==> src/rtl/eth_pkg.sv <==
// eth_pkg: shared constants and FSM state type for the GMII receive framer.
package eth_pkg;

  localparam logic [7:0]  ETH_PREAMBLE  = 8'h55;
  localparam logic [7:0]  ETH_SFD       = 8'hD5;
  localparam logic [47:0] ETH_BCAST_MAC = 48'hFFFF_FFFF_FFFF;
  localparam int unsigned ETH_MIN_FRAME = 64;          // dest..FCS inclusive
  localparam logic [31:0] CRC_RESIDUE   = 32'hC704_DD7B;
  localparam logic [31:0] CRC_POLY      = 32'h04C1_1DB7;
  localparam int unsigned ETH_FCS_LEN   = 4;
  localparam int unsigned DLY_DEPTH     = ETH_FCS_LEN + 1;

  typedef enum logic [2:0] {
    IDLE,
    PREAMBLE,
    HEADER,
    PAYLOAD,
    DROP
  } rx_state_t;

endpackage

==> src/rtl/crc32_d8.sv <==
// crc32_d8: byte-parallel CRC-32 (poly 0x04C11DB7, init all-ones). Data bits
// are consumed LSB first, so running it across a frame plus its FCS leaves
// the register at CRC_RESIDUE for an intact frame.
module crc32_d8
  import eth_pkg::*;
(
  input  logic        clk,
  input  logic        rst,
  input  logic        clr,
  input  logic        en,
  input  logic [7:0]  data,
  output logic [31:0] crc
);

  logic [31:0] crc_next;

  // eight serial LFSR steps unrolled into one cycle
  always_comb begin
    crc_next = crc;
    for (int unsigned i = 0; i < 8; i++) begin
      if (crc_next[31] ^ data[i])
        crc_next = {crc_next[30:0], 1'b0} ^ CRC_POLY;
      else
        crc_next = {crc_next[30:0], 1'b0};
    end
  end

  // CRC register: preset on clear, advance on enable
  always_ff @(posedge clk or posedge rst) begin
    if (rst)      crc <= '1;
    else if (clr) crc <= '1;
    else if (en)  crc <= crc_next;
  end

endmodule

==> src/rtl/eth_rx_frame.sv <==
// eth_rx_frame: GMII receive framer. Strips preamble/SFD, filters on the
// destination MAC, captures the EtherType and delivers the payload with the
// trailing FCS removed through a 5-byte delay line.
// Build option: define ETH_RX_CRC_CHECK_EN to add FCS checking (crc32_d8).
module eth_rx_frame
  import eth_pkg::*;
#(
  parameter logic [47:0] BOARD_MAC = 48'h00_11_22_33_44_55
) (
  input  logic        gmii_rx_clk,
  input  logic        rst,
  input  logic        gmii_rx_dv,
  input  logic [7:0]  gmii_rxd,
  output logic [7:0]  rx_data,
  output logic        rx_valid,
  output logic        rx_sop,
  output logic        rx_eop,
  output logic [15:0] rx_eth_type,
  output logic [15:0] rx_byte_num,
  output logic        rx_done,
  output logic        rx_err
);

  rx_state_t       state, state_next;
  logic            armed;
  logic [2:0]      pre_cnt;
  logic [3:0]      hdr_cnt;
  logic [39:0]     hdr_sh;
  logic [47:0]     dest_now;
  logic            dest_ok;
  logic            sfd_ok;
  logic [4:0][7:0] dly;
  logic [2:0]      dly_cnt;
  logic            dly_full;
  logic [6:0]      frm_cnt;
  logic            runt;
  logic [15:0]     beat_cnt;
  logic            beat_sat;
  logic            sfd_hit, hdr_take, pay_take, pay_end;
  logic            beat, last_beat, crc_bad;

  assign dest_now  = {hdr_sh, gmii_rxd};
  assign dest_ok   = (dest_now == BOARD_MAC) || (dest_now == ETH_BCAST_MAC);
  assign sfd_ok    = gmii_rx_dv && (gmii_rxd == ETH_SFD) && (pre_cnt >= 3'd6);
  assign dly_full  = (dly_cnt == 3'(DLY_DEPTH));
  assign runt      = (frm_cnt < 7'(ETH_MIN_FRAME));
  assign beat      = (pay_take || pay_end) && dly_full;
  assign last_beat = pay_end && dly_full;

  // state register
  always_ff @(posedge gmii_rx_clk or posedge rst) begin
    if (rst) state <= IDLE;
    else     state <= state_next;
  end

  // next-state decode
  always_comb begin
    state_next = state;
    case (state)
      IDLE:
        if (gmii_rx_dv)
          state_next = (armed && gmii_rxd == ETH_PREAMBLE) ? PREAMBLE : DROP;
      PREAMBLE:
        if (!gmii_rx_dv)                   state_next = IDLE;
        else if (gmii_rxd == ETH_PREAMBLE) state_next = PREAMBLE;
        else if (sfd_ok)                   state_next = HEADER;
        else                               state_next = DROP;
      HEADER:
        if (!gmii_rx_dv)                      state_next = IDLE;
        else if (hdr_cnt == 4'd5 && !dest_ok) state_next = DROP;
        else if (hdr_cnt == 4'd13)            state_next = PAYLOAD;
      PAYLOAD:
        if (!gmii_rx_dv) state_next = IDLE;
      DROP:
        if (!gmii_rx_dv) state_next = IDLE;
      default:
        state_next = IDLE;
    endcase
  end

  // per-state datapath strobes
  always_comb begin
    sfd_hit  = 1'b0;
    hdr_take = 1'b0;
    pay_take = 1'b0;
    pay_end  = 1'b0;
    case (state)
      PREAMBLE: sfd_hit  = sfd_ok;
      HEADER:   hdr_take = gmii_rx_dv;
      PAYLOAD: begin
        pay_take = gmii_rx_dv;
        pay_end  = !gmii_rx_dv;
      end
      default: ;
    endcase
  end

  // after reset, frames are accepted only once dv has been seen low
  always_ff @(posedge gmii_rx_clk or posedge rst) begin
    if (rst)             armed <= 1'b0;
    else if (!gmii_rx_dv) armed <= 1'b1;
  end

  // preamble length counter, saturating at 7
  always_ff @(posedge gmii_rx_clk or posedge rst) begin
    if (rst)
      pre_cnt <= '0;
    else if (state == IDLE)
      pre_cnt <= 3'd1;
    else if (state == PREAMBLE && gmii_rx_dv && gmii_rxd == ETH_PREAMBLE && pre_cnt != 3'd7)
      pre_cnt <= pre_cnt + 3'd1;
  end

  // header byte counter, shift register and EtherType capture
  always_ff @(posedge gmii_rx_clk or posedge rst) begin
    if (rst) begin
      hdr_cnt     <= '0;
      hdr_sh      <= '0;
      rx_eth_type <= '0;
    end else begin
      if (sfd_hit)       hdr_cnt <= '0;
      else if (hdr_take) hdr_cnt <= hdr_cnt + 4'd1;
      if (hdr_take) hdr_sh <= {hdr_sh[31:0], gmii_rxd};
      if (hdr_take && hdr_cnt == 4'd13) rx_eth_type <= {hdr_sh[7:0], gmii_rxd};
    end
  end

  // payload delay line; the 4 bytes still held when dv drops are the FCS
  always_ff @(posedge gmii_rx_clk or posedge rst) begin
    if (rst) begin
      dly     <= '0;
      dly_cnt <= '0;
    end else begin
      if (sfd_hit) dly_cnt <= '0;
      else if (pay_take && !dly_full) dly_cnt <= dly_cnt + 3'd1;
      if (pay_take) dly <= {dly[3:0], gmii_rxd};
    end
  end

  // frame length (runt detection) and payload beat counters
  always_ff @(posedge gmii_rx_clk or posedge rst) begin
    if (rst) begin
      frm_cnt  <= '0;
      beat_cnt <= '0;
      beat_sat <= 1'b0;
    end else if (sfd_hit) begin
      frm_cnt  <= '0;
      beat_cnt <= '0;
      beat_sat <= 1'b0;
    end else begin
      if ((hdr_take || pay_take) && runt) frm_cnt <= frm_cnt + 7'd1;
      if (beat) begin
        if (beat_cnt == '1) beat_sat <= 1'b1;
        else                beat_cnt <= beat_cnt + 16'd1;
      end
    end
  end

`ifdef ETH_RX_CRC_CHECK_EN
  logic [31:0] crc;

  crc32_d8 u_crc (
    .clk  (gmii_rx_clk),
    .rst  (rst),
    .clr  (sfd_hit),
    .en   (hdr_take || pay_take),
    .data (gmii_rxd),
    .crc  (crc)
  );

  assign crc_bad = (crc != CRC_RESIDUE);
`else
  assign crc_bad = 1'b0;
`endif

  // registered payload stream and end-of-frame status
  always_ff @(posedge gmii_rx_clk or posedge rst) begin
    if (rst) begin
      rx_data     <= '0;
      rx_valid    <= 1'b0;
      rx_sop      <= 1'b0;
      rx_eop      <= 1'b0;
      rx_done     <= 1'b0;
      rx_err      <= 1'b0;
      rx_byte_num <= '0;
    end else begin
      rx_valid <= beat;
      rx_data  <= beat ? dly[4] : '0;
      rx_sop   <= beat && (beat_cnt == '0);
      rx_eop   <= last_beat;
      rx_done  <= pay_end;
      rx_err   <= pay_end && (!dly_full || runt || beat_sat ||
                              (last_beat && beat_cnt == '1) || crc_bad);
      if (pay_end)
        rx_byte_num <= beat_cnt + {15'd0, (last_beat && beat_cnt != '1)};
    end
  end

endmodule
==> config.mk <==
export PLATFORM = sky130hd
export DESIGN_NAME = eth_rx_frame
export DESIGN_NICKNAME = d
export VERILOG_FILES = /design/src/rtl/eth_pkg.sv /design/src/rtl/crc32_d8.sv /design/src/rtl/eth_rx_frame.sv
export SDC_FILE = /design/constraint.sdc
export NUM_CORES = 1
export LEC_CHECK = 0
export ABC_AREA = 1
export BUFFER_PORTS_ARGS = -buffer_cell sky130_fd_sc_hd__buf_2
export CAP_MARGIN = 40
export CORE_MARGIN = 4
export CORE_UTILIZATION = 60
export DETAILED_ROUTE_END_ITERATION = 8
export GPL_ROUTABILITY_DRIVEN = 0
export GPL_TIMING_DRIVEN = 0
export PLACE_DENSITY = 0.84
export RECOVER_POWER = 50
export SLEW_MARGIN = 20
export SYNTH_ARGS = -nofsm -noshare
export SYNTH_HDL_FRONTEND = slang
export SYNTH_SLANG_ARGS = --single-unit
==> constraint.sdc <==
create_clock -name gmii_rx_clk -period 5.7 [get_ports gmii_rx_clk]
set_input_delay 0.57 -clock gmii_rx_clk [delete_from_list [all_inputs] [get_ports gmii_rx_clk]]
set_output_delay 0.57 -clock gmii_rx_clk [all_outputs]
set_load 0.03 [all_outputs]
# Word level (Yosys, flattened, before mapping)
# Cells that the tools add are included.
dict set report totals {
  register_bits 163
  output_inout_bits 45
  word_cells 114
}
dict set report classes {
  add_sub_neg 6
  n_lt_le_gt_ge 2
  n_eq_ne 18
  mux 29
  n_reduce_logical 37
}
# op n
set ops {}
lappend ops {{$eq A48 B37 Y1 const B} 1}
lappend ops {{$eq A48 B48 Y1 const B} 1}
lappend ops {{$mux W16} 3}
lappend ops {{$mux W3} 13}
lappend ops {{$add A16 B1 Y16} 1}
lappend ops {{$add A16 B1 Y16 const B} 1}
lappend ops {{$eq A16 B16 Y1 const B} 1}
lappend ops {{$logic_and A1 B1 Y1} 16}
lappend ops {{$logic_not A16 Y1} 1}
lappend ops {{$ne A16 B16 Y1 const B} 1}
lappend ops {{$mux W7} 2}
lappend ops {{$pmux W3 S4} 1}
lappend ops {{$reduce_bool A2 Y1} 6}
lappend ops {{$eq A8 B7 Y1 const B} 1}
lappend ops {{$eq A8 B8 Y1 const B} 1}
lappend ops {{$mux W4} 2}
lappend ops {{$mux W8} 1}
lappend ops {{$add A7 B1 Y7 const B} 1}
lappend ops {{$lt A7 B7 Y1 const B} 1}
lappend ops {{$mux W1} 7}
lappend ops {{$add A3 B1 Y3 const B} 2}
lappend ops {{$eq A3 B2 Y1 const B} 2}
lappend ops {{$eq A3 B3 Y1 const B} 2}
lappend ops {{$logic_or A1 B1 Y1} 6}
lappend ops {{13 further kinds} 18}

# Longest topological paths before layout
dict set report depth {
  ltp_word 7
  depth_mapped 16
}

# Worst setup path after synthesis
# OpenSTA, ideal clock, no wires.
dict set report synth_timing {
  path_kind {reg-to-reg}
  start {register beat_cnt[0]}
  end {register rx_byte_num[12]}
  setup_ps 83
  arrival_ps 2261
  slack_ps 3357
  path_stages_with_launch 17
  path_buffers 0
  path_cell_list {dfrtp_1 -> ha_1 -> inv_1 -> nor2_1 -> clkinv_1 -> nor2_4 -> nand2_2 -> nand2_4 -> nor2_1 -> ha_1 -> ha_1 -> nand2_1 -> nor2_1 -> nand2_1 -> nor2_1 -> xor2_1 -> o21ai_0}
}
dict set report synth_between {
  elab_chain_cells 3
}
# item line
set synth_rtl {}
lappend synth_rtl {{start: declaration} eth_rx_frame.sv:37} ;# logic [15:0] beat_cnt;
lappend synth_rtl {{start signal: assignment} eth_rx_frame.sv:154} ;# else beat_cnt <= beat_cnt + 16'd1;
lappend synth_rtl {{$ne A16 B16 Y1} eth_rx_frame.sv:195} ;# rx_byte_num <= beat_cnt + {15'd0, (last_beat && beat_cnt != '1)};
lappend synth_rtl {{$logic_and A1 B1 Y1} eth_rx_frame.sv:195}
lappend synth_rtl {{$add A16 B1 Y16 *} eth_rx_frame.sv:195}
lappend synth_rtl {{end signal: assignment} eth_rx_frame.sv:195}
lappend synth_rtl {{end: declaration} eth_rx_frame.sv:19} ;# output logic [15:0] rx_byte_num,
# Every way passes the cells marked *; elsewhere a longest branch is shown, timed or not.
# A chain may end at the register's enable or synchronous reset.

# Worst setup path after layout
dict set report layout_timing {
  start {register beat_cnt[0]}
  end {register rx_byte_num[14]}
}
# Same word-level chain as after synthesis.

==> impl_metrics.py <==
metrics = {
    "synth": {
        "ys_warn_count": 0,
        "synthCells": 891,
        "ys_seq_area_share_pct": 54.6,
        "ys_types": 35,
        "netlist.area_leader.share_pct": 54.6,
        "synthTopCellsByArea": "dfrtp_1 55%, nand2_1 14%, o21ai_0 5.7%",
        "synth_top_area_cell": "dfrtp_1",
        "syn_area_mm2": 0.00747,
        "async_flop_share_pct": 100,
        "synth_edf_count": 0,
        "ys.flop_type": "dfrtp_1",
        "syn_nets": 913,
        "avgSynthCellArea_um2": 8.38,
        "ys_seq_elements": 163,
    },
    "worst_setup_path": {
        "cp-endpoint": "rx_byte_num[14]",
        "crit_top_cell": "nor2_1",
        "crit_path_start": "beat_cnt[0]",
        "cp_num_buf_inv": 2,
        "cp_num_cells": 16,
        "r2r_end": "rx_byte_num[14]",
        "critPathMaxFanout": 7,
        "endpoint_kind": "flip-flop",
        "slowest_stage": "dfrtp_1",
        "crit_type": "flip-flop to flip-flop",
        "crit_family": "simple AND/OR/NAND/NOR gates",
        "start_kind": "flip-flop",
        "required_ps": 6040,
        "rr_startpoint": "beat_cnt[0]",
        "ff2ff_setup_slack_ps": 2840,
        "crit_chain": "ha_1, inv_1, nor2_1, clkinv_1, nor2_4, nand2_2, nand2_4, nor2_1, ha_1, ha_1, nand2_1, nor2_1, nand2_1, nor2_1, xor2_1, o21ai_0",
        "worstPathArrival_ps": 3200,
        "max_stage_delay_ps": 500,
        "r2r_cells": 16,
    },
    "power_and_ir_drop": {
        "p_leak_nw": 4.26,
        "ir_drop_mv": 0.198,
        "p_per_area_mw_per_mm2": 282,
        "power_mw": 2.40,
    },
    "placement": {
        "dpl_cell_area_mm2": 0.00798,
        "io_buffers": 54,
        "dp_hpwl_um": 11000,
        "dp_slack_ps": 3010,
        "placedCellCount": 1114,
    },
    "cells_and_area": {
        "num_antenna_cells": 0,
        "drive_above_1_share_pct": 12.3,
        "fin_area_mm2": 0.00852,
        "fill_cells": 979,
        "regArea_mm2": 0.00408,
        "stdcell_count": 1146,
        "syn_to_final_growth_pct": 14.1,
        "multi_input_area_mm2": 0.00281,
        "final_nets": 987,
    },
    "timing": {
        "post-route-period-util_pct": 50.1,
        "hold_viol": 0,
        "setup_viol": 0,
        "finalClockSkew_ps": 7.46,
        "rsz0062_at_grt": "no",
        "fin_tns_setup_ps": 0,
        "fin_crit_ps": 2860,
        "relSlewSlack_pct": -55.4,
        "setup_slack_ps": 2840,
        "worst_pin_slew_ps": 2320,
        "maxSlewViolCount": 52,
        "clock.fmax_mhz": 350,
    },
    "clock_tree": {
        "hold_buffers": 0,
        "cts_resized": 0,
        "insertion_delay_ps": 430,
        "cts_tree": "built",
        "cts_buffer_depth": 2,
        "cts.sinks": 163,
        "clkTransAtPathRegs_ps": 70,
        "cts_buffers": 17,
        "cts_htree_levels": 4,
        "cts_root_buf": "clkbuf_16",
        "post-cts-setup-buffers": 0,
    },
    "outcome": {
        "violations": "max-capacitance violations, max-slew violations",
        "status": "finished, violations left",
    },
    "floorplan": {
        "core_mm2": 0.0121,
        "die_area_mm2": 0.0143,
        "start_util_pct": 61.7,
        "die_y_um": 120,
        "ios": 56,
        "die_w_um": 120,
        "fp-row-count": 40,
    },
    "run": {
        "maxCapViolCount": 1,
    },
    "global_route": {
        "grt_pass1_wl_um": 27800,
        "gr-total-overflow": 0,
        "grt_max_degree": 113,
        "grt_pass1_vias": 5863,
        "grt_use_total_pct": 24.2,
        "antenna_found_initial": 0,
    },
    "route": {
        "routed_wl_um": 16300,
        "vias": 6096,
        "drt_iter0_markers": 463,
        "wl_per_cell_um": 14.2,
        "ant_nets": 0,
        "drc_errors": 0,
        "drt_pass1_iterations": 5,
        "viasPerCell": 5.32,
    },
    "min_path": {
        "hold_class": "input port to flip-flop",
    },
}
-- registers in the layout, indices dropped and copies added (netlist names) --
register	flops
armed	1
beat_cnt	16
beat_sat	1
dly	40
dly_cnt	3
frm_cnt	7
hdr_cnt	4
hdr_sh	40
pre_cnt	3
rx_byte_num	16
rx_data	8
rx_done	1
rx_eop	1
rx_err	1
rx_eth_type	16
rx_sop	1
rx_valid	1
state	3
-- Yosys cell counts (all sizes together) (10+ instances only) --
master and n:
o21ai 110, nand4 10, nand3 38, xor2 19, dfrtp 163, inv 113
nand2 278, nor3 13, clkbuf 17, nor2 78, buf 10, ha 11
-- cell families after synthesis --
| group | share of synthesized area, % |
|---|---|
| XOR/XNOR | 2.35 |
| AO/OA/AOI/OAI | 9.37 |
| flip-flops | 54.6 |
| AND/OR/NAND/NOR | 24.3 |
| buffers and inverters | 7.52 |
| adder cells (fa/ha/maj) | 1.84 |
-- tightest hold or removal path, stage by stage --
cell	delay, ps
buf_2	100
nand2_1	50
o21ai_0	70
-- layer usage --
layer / GRT usage (%) / part of all wire (%)
met1: 32.4 / 43
met2: 39.3 / 49
met3: 5.28 / 6.1
met4: 8.80 / 1.9
met5: 0 / 0
-- cells in the final DEF, fill, tap and decap left out, types with 4 or more instances in the layout --
cell type,count
clkbuf_16,17
inv_2,13
a31oi_1,7
clkinv_2,4
o21ai_0,85
nand3_1,34
nor3_1,10
clkbuf_1,35
a21oi_1,9
inv_1,99
ha_1,11
dfrtp_1,163
nand3b_1,4
nor4_1,4
nand3_2,4
o21ai_2,10
inv_6,4
o21ai_1,15
xor2_1,19
nor2_1,75
nand2_1,272
nand2_2,4
nand4_1,10
buf_2,41
-- power breakdown --
| part | leakage, nW | internal [mW] | switching [mW] |
|---|---|---|---|
| clock network | 0.280 | 0.647 | 0.477 |
| logic | 1.89 | 0.0244 | 0.0677 |
| registers | 2.09 | 1.17 | 0.00972 |
-- layout make-up --
type	instances	share of cell area [%]
clock buffers	17	4.99
plain buffers	27	1.57
flip-flops and latches	163	47.9
inverters	114	5.04
clock inverters	15	1.82
multi-input cells	587	33.0
well taps	168	2.47
repair buffers	55	3.23
-- metrics by stage --
step | utilization, % | hold WS (ps)
floorplan | - | 424
global placement | 65.6 | 443
detailed placement | 65.9 | 447
CTS | 70.7 | 146
global route | 70.4 | 388
finish | 70.4 | 399
-- worst min-delay path by stage --
stage	startpoint	cells after the start	slack, ps	endpoint
2_1_floorplan	armed	2	420	armed
3_3_place_gp	armed	2	440	armed
3_5_place_dp	armed	2	450	armed
4_1_cts	rst	2	150	hdr_sh[34]
5_1_grt	gmii_rxd[3]	3	390	dly[3]
6_report	gmii_rxd[3]	3	400	dly[3]
Note: power is estimated with default switching activity, not from simulation.
